==> src/rtl/sipo_pkg.sv <==
// Shared constants and helpers for the serial-in parallel-out collector.
// Holds the default word width and the bit-counter width function.
package sipo_pkg;

  // Default word width, shared with the upstream serializer's bench.
  localparam int SIPO_WIDTH = 8;

  // Counter width able to hold 0..width (covers a trailing parity bit).
  function automatic int cnt_w(input int width);
    return $clog2(width + 1);
  endfunction

endpackage

==> src/rtl/sipo_hold_reg.sv <==
// One-entry valid/ready output register with sticky overflow flag.
// Ports: clk, reset (sync, active-low), commit_i/word_i in, ready_i,
//        data_o/valid_o out, ovf_o sticky "word dropped".
module sipo_hold_reg #(
  parameter int DW = 8
) (
  input  logic          clk,
  input  logic          reset,
  input  logic          commit_i,
  input  logic [DW-1:0] word_i,
  input  logic          ready_i,
  output logic [DW-1:0] data_o,
  output logic          valid_o,
  output logic          ovf_o
);

  logic [DW-1:0] data_q, data_d;
  logic          valid_q, valid_d;
  logic          ovf_q, ovf_d;

  always_comb begin
    data_d  = data_q;
    valid_d = valid_q;
    ovf_d   = ovf_q;
    if (commit_i) begin
      if (!valid_q || ready_i) begin
        data_d  = word_i;
        valid_d = 1'b1;
      end else begin
        // Slot still occupied: drop the new word, keep the old one.
        ovf_d = 1'b1;
      end
    end else if (valid_q && ready_i) begin
      valid_d = 1'b0;
    end
  end

  always_ff @(posedge clk) begin
    if (!reset) begin
      data_q  <= '0;
      valid_q <= 1'b0;
      ovf_q   <= 1'b0;
    end else begin
      data_q  <= data_d;
      valid_q <= valid_d;
      ovf_q   <= ovf_d;
    end
  end

  assign data_o  = data_q;
  assign valid_o = valid_q;
  assign ovf_o   = ovf_q;

endmodule

==> src/rtl/sipo_collector.sv <==
// Serial-in parallel-out collector: assembles WIDTH-bit words from din.
// Ports: clk, reset (sync, active-low), din/din_valid serial in,
//        dout/dout_valid/dout_ready word out, overflow sticky drop flag,
//        par_err even-parity error (only when SIPO_PARITY_EN is defined).
module sipo_collector
  import sipo_pkg::*;
#(
  parameter int WIDTH     = SIPO_WIDTH,
  parameter bit MSB_FIRST = 1'b1
) (
  input  logic             clk,
  input  logic             reset,
  input  logic             din,
  input  logic             din_valid,
  output logic [WIDTH-1:0] dout,
  output logic             dout_valid,
  input  logic             dout_ready,
  output logic             overflow
`ifdef SIPO_PARITY_EN
  ,
  output logic             par_err
`endif
);

`ifdef SIPO_PARITY_EN
  localparam int F  = WIDTH + 1;
  localparam int HW = WIDTH + 1;
`else
  localparam int F  = WIDTH;
  localparam int HW = WIDTH;
`endif
  localparam int CW = cnt_w(WIDTH);
  localparam logic [CW-1:0] LAST = CW'(F - 1);

  logic [CW-1:0]    cnt_q, cnt_d;
  logic [WIDTH-1:0] shreg_q, shreg_d;
  logic [WIDTH-1:0] shift_nxt;
  logic             commit;
  logic [HW-1:0]    hold_word;
  logic [HW-1:0]    hold_data;

  always_comb begin
    if (MSB_FIRST)
      shift_nxt = {shreg_q[WIDTH-2:0], din};
    else
      shift_nxt = {din, shreg_q[WIDTH-1:1]};
  end

  assign commit = din_valid && (cnt_q == LAST);

  always_comb begin
    cnt_d   = cnt_q;
    shreg_d = shreg_q;
    if (din_valid) begin
      shreg_d = shift_nxt;
      cnt_d   = (cnt_q == LAST) ? '0 : cnt_q + CW'(1);
    end
  end

  always_ff @(posedge clk) begin
    if (!reset) begin
      cnt_q   <= '0;
      shreg_q <= '0;
    end else begin
      cnt_q   <= cnt_d;
      shreg_q <= shreg_d;
    end
  end

`ifdef SIPO_PARITY_EN
  // On the parity edge shreg already holds all data bits; din is parity.
  assign hold_word = {^{shreg_q, din}, shreg_q};
  assign dout      = hold_data[WIDTH-1:0];
  assign par_err   = hold_data[WIDTH];
`else
  assign hold_word = shift_nxt;
  assign dout      = hold_data;
`endif

  sipo_hold_reg #(
    .DW (HW)
  ) u_hold (
    .clk      (clk),
    .reset    (reset),
    .commit_i (commit),
    .word_i   (hold_word),
    .ready_i  (dout_ready),
    .data_o   (hold_data),
    .valid_o  (dout_valid),
    .ovf_o    (overflow)
  );

endmodule
==> config.mk <==
export PLATFORM = sky130hd
export DESIGN_NAME = sipo_collector
export DESIGN_NICKNAME = d
export VERILOG_FILES = /design/src/rtl/sipo_pkg.sv /design/src/rtl/sipo_hold_reg.sv /design/src/rtl/sipo_collector.sv
export SDC_FILE = /design/constraint.sdc
export NUM_CORES = 1
export LEC_CHECK = 0
export CORE_MARGIN = 2
export CORE_UTILIZATION = 52
export CTS_BUF_LIST = sky130_fd_sc_hd__clkbuf_2 sky130_fd_sc_hd__clkbuf_4 sky130_fd_sc_hd__clkbuf_8
export DETAILED_ROUTE_END_ITERATION = 7
export PLACE_DENSITY = 0.86
export SYNTH_ARGS = -nofsm -noshare
export SYNTH_HDL_FRONTEND = slang
export SYNTH_HIERARCHICAL = 1
export SYNTH_SLANG_ARGS = --single-unit
==> constraint.sdc <==
create_clock -name clk -period 1.5 [get_ports clk]
set_input_delay 0.3 -clock clk [delete_from_list [all_inputs] [get_ports clk]]
set_output_delay 0.3 -clock clk [all_outputs]
set_load 0.05 [all_outputs]
# [Yosys cells after proc, flatten, opt, wreduce, memory -nomap -nowiden]
# Index checks and enable logic that the tools add are counted.
[classes] n_addsub=1 n_eq_ne=2 muxes=4 bitwise=1 n_reduce_logical=8
[ops] operator="$reduce_and 2->1" n=3
[ops] operator="$add 4x1->4 const B" n=1
[ops] operator="$eq 4x3->1 const B" n=1
[ops] operator="$mux 4" n=1
[ops] operator="$mux 1" n=3
[ops] operator="$logic_and 1x1->1" n=2
[ops] operator="$ne 2x1->1 const B" n=1
[ops] operator="$reduce_bool 2->1" n=1
[ops] operator="$logic_not 1->1" n=1
[ops] operator="$logic_or 1x1->1" n=1
[ops] operator="$not 1->1" n=1
[word_totals] reg_bits=21 input_bits=5 output_inout_bits=10 word_cells=21

# [Depth between registers and ports, before layout]
[logic_depth] ltp_word=4 mapped_depth=5

# [Hierarchy]
# The synthesis kept the hierarchy.
[modules_own_cells] module="sipo_collector" instances=1 cells_each=40 area_each_um2=437.9
[modules_own_cells] module="sipo_hold_reg" instances=1 cells_each=42 area_each_um2=405.4

# [Least setup slack after synthesis]
# Ideal clock, no wire load.
[synth_timing] kind="flip-flop to flip-flop" from="register cnt_q[0]" to="register u_hold.data_q[0], in the netlist u_hold/data_o[0]" setup_ns=0.072 arrival_time_ns=1.252 slack_ns=0.176 path_stages_with_launch=6 path_buffers=1 synth_period_minus_slack_ns=1.324 cell_sequence="dfxtp_1 > ha_1 > and4b_1 > nor2b_2 > buf_6 > mux2i_1"
[synth_via] elab_chain_len=3
[synth_lines] element="from (decl)" line="sipo_collector.sv:35" text="logic [CW-1:0] cnt_q, cnt_d;"
[synth_lines] element="from (signal assigned)" line="sipo_collector.sv:65" text="cnt_q <= cnt_d;"
[synth_lines] element="$eq 4x3->1" line="sipo_collector.sv:49" text="assign commit = din_valid && (cnt_q == LAST);"
[synth_lines] element="$logic_and 1x1->1" line="sipo_collector.sv:49"
[synth_lines] element="via commit" line="sipo_collector.sv:38" text="logic commit;"
[synth_lines] element="$reduce_and 2->1 (no line)"
[synth_lines] element="to (signal assigned)" line="sipo_hold_reg.sv:44" text="data_q <= data_d;"
[synth_lines] element="to (decl)" line="sipo_hold_reg.sv:17" text="logic [DW-1:0] data_q, data_d;"
# The timed path passes the listed nets, and every way through them passes these cells.
# A chain may end at the register's enable or synchronous reset.

# [Final worst setup path]
[layout_timing] from="register cnt_q[0]" to="register u_hold.data_q[4], in the netlist u_hold/data_o[4]"
# The elaborated chain is that of the path after synthesis.

==> impl_metrics.env <==
export IMPL_yosys_warnings=6
export IMPL_startpoint_type="register"
export IMPL_grt_max_degree=21
export IMPL_fin_crit_ns=1.44
export IMPL_gp_congestion=0.785
export IMPL_dr_pass1_iters=3
export IMPL_grt_pass1_wl_microns=2620
export IMPL_path_max_fanout=8
export IMPL_fillers=91
export IMPL_cts_tree="done"
export IMPL_place_port_buffers=14
export IMPL_seq_area_frac_synth_pct=49.9
export IMPL_nNetsFinal=107
export IMPL_drive_above_1_share_pct=25.0
export IMPL_path_delay_family="simple AND/OR/NAND/NOR gates"
export IMPL_syn_area_per_cell_sq_um=10.3
export IMPL_rsz0062_at_grt="false"
export IMPL_synth_ff_type="dfxtp_1"
export IMPL_worstPathArrival_ns=1.67
export IMPL_finalHoldViolations=0
export IMPL_coreArea_sq_mm=0.00151
export IMPL_post_dp_cell_area_sq_mm=0.00112
export IMPL_yosysTopAreaCell="dfxtp_1"
export IMPL_dp_hpwl_microns=1170
export IMPL_cpPeakStageDelay_ns=0.39
export IMPL_p_per_area_mw_per_mm2=788
export IMPL_finalClockSkew_ns=0.00187
export IMPL_finalCritPeriodShare_pct=95.8
export IMPL_synthToLayoutAreaGrowth_pct=38.0
export IMPL_synth_most_common_cell="dfxtp_1"
export IMPL_cts_htree_levels=1
export IMPL_clock_root_buffer="clkbuf_4"
export IMPL_antenna_found_initial=0
export IMPL_rows=14
export IMPL_clockBufferDepth=2
export IMPL_max_slew_worst_pin_slew_ns=0.315
export IMPL_cts_buffers_inserted=3
export IMPL_grt_ovfl_total=0
export IMPL_synthDistinctLibCells=21
export IMPL_clk_pin_slew_worst_paths_ns=0.11
export IMPL_postSynth_asyncResetShare_pct=0
export IMPL_synth_area_leaders="dfxtp_1 50%, mux2i_1 20%, nand2_1 7.6%"
export IMPL_syn_nets=88
export IMPL_crit_path_end_kind="register"
export IMPL_clk_latency_ns=0.31
export IMPL_track_usage_pct=19.2
export IMPL_grt_pass1_vias=591
export IMPL_netlist_area_sq_um=843
export IMPL_synthCells=82
export IMPL_chipHeight_microns=44.3
export IMPL_placed_cells=112
export IMPL_die_area_sq_mm=0.00196
export IMPL_die_width_microns=44.3
export IMPL_status="complete, no violations"
export IMPL_drt_iter0_drc=5
export IMPL_dp_slack_ns=-0.118
export IMPL_cts_num_sinks=21
export IMPL_worst_hold_slack_ns=0.481
export IMPL_synth_common_cells="21 x dfxtp_1, 17 x mux2i_1, 17 x nand2_1"
export IMPL_start_util_pct=56.0
export IMPL_layout_cells_non_filler=116
export IMPL_finalInstanceArea_sq_mm=0.00116
export IMPL_max_cap_violations=0
export IMPL_ys_ff_latch=21
export IMPL_wirelength_microns=1630
export IMPL_num_vias=620
export IMPL_max_freq_mhz=696
export IMPL_yosysTopAreaCellShare_pct=49.9
export IMPL_criticalPathCategory="register to register"
export IMPL_critical_path_cell_chain="ha_2, and4b_1, nor2b_4, buf_12, mux2i_1"
export IMPL_wl_per_cell_microns=14.0
export IMPL_vdd_drop_max_v=0.000689
export IMPL_min_path_type="register to register"
export IMPL_setup_ws_ns=0.0632
export IMPL_cts_setup_buffers=0
export IMPL_pin_count=15
export IMPL_regArea_sq_um=425
export IMPL_vias_per_cell=5.34
export IMPL_rrSetupSlack_ns=0.06
export IMPL_drv_slew=0
export IMPL_antennaDiodeCount=0
export IMPL_power_leakage_nw=0.454
export IMPL_path_buf_inv=1
export IMPL_maxSlewHeadroom_pct=79.0
export IMPL_setup_viol=0
export IMPL_cp_slowest_cell="dfxtp_4"
export IMPL_final_antenna_net_count=0
export IMPL_cts_resized_gates=1
export IMPL_cp_required_ns=1.74
export IMPL_drc=0
export IMPL_cts_hold_buffers=0
export IMPL_synth_edf_count=0
export IMPL_multi_input_area_sq_um=392
## kinds of logic (layout without fill, tap and decap cells)
family | count (synthesis) | after routing | synth area share, %
AO/OA/AOI/OAI | 4 | 4 | 3.26
XOR/XNOR | 1 | 1 | 1.04
adder cells (fa/ha/maj) | 1 | 1 | 1.48
buffers and inverters | 5 | 23 | 4.60
flip-flops | 21 | 21 | 49.9
multiplexers | 17 | 17 | 20.2
AND/OR/NAND/NOR | 33 | 33 | 19.6
## layout by cell type (no fill, tap or decap), drive strengths merged
master and n:
mux2i 17, nand4 1, a21oi 2, xnor2 1, dfxtp 21, o21a 1
clkinv 1, nor3 1, inv 1, ha 1, nand2 17, nor2b 3
buf 14, and4b 1, or3b 1, nor2 8, a21bo 1, clkbuf 3
nand3b 1, clkdlybuf4s50 4
## routing by layer
metal,share of wire [%],vias up,wire length (microns),track usage (%)
met2,47,15,761,29.4
met3,3.9,8,64,5.31
li1,-,311,-,-
met5,0,-,0,0
met4,4.2,0,68,15.8
met1,45,286,731,22.3
## registers in the layout (all words and copies together) (netlist names)
| name | count |
|---|---|
| u_hold/data_o | 8 |
| shreg_q | 7 |
| cnt_q | 4 |
| u_hold/ovf_o | 1 |
| u_hold/valid_o | 1 |
## metrics by stage
step	power, mW	utilization (%)	setup TNS, ns
3_3_place_gp	0.650	74.6	-0.329
5_1_grt	0.954	77.2	0
2_1_floorplan	0.627	-	0
3_5_place_dp	0.653	74.6	-0.702
6_report	0.917	77.2	0
4_1_cts	0.920	76.5	0
## layout make-up
cell class | count | share of cell area (%)
sequential | 21 | 36.6
multi-input combinational | 56 | 33.7
clock inverter | 1 | 0.430
timing repair buffer | 18 | 25.4
clock buffer | 3 | 1.94
inverter | 1 | 0.323
tap | 16 | 1.72
## report_power, final
| group | switching (mW) | internal, mW | total, mW |
|---|---|---|---|
| registers | 0.00955 | 0.568 | 0.577 |
| logic | 0.0319 | 0.0344 | 0.0663 |
| clock network | 0.174 | 0.0997 | 0.274 |
| total | 0.216 | 0.702 | 0.917 |
## path summary, 6_finish.rpt
check	startpoint	to	cells after the start
max	cnt_q[0]	u_hold/data_o[4]	5
min	cnt_q[3]	cnt_q[3]	2
max reg2reg	cnt_q[0]	u_hold/data_o[4]	5
min reg2reg	cnt_q[3]	cnt_q[3]	2
## tightest hold or removal path, delay by kind of cell, from the launching register on
family | cells | cell delay [ns]
flops | 1 | 0.33
simple gates | 1 | 0.05
mux | 1 | 0.06
No activity file was read; power rests on OpenSTA's default activity.
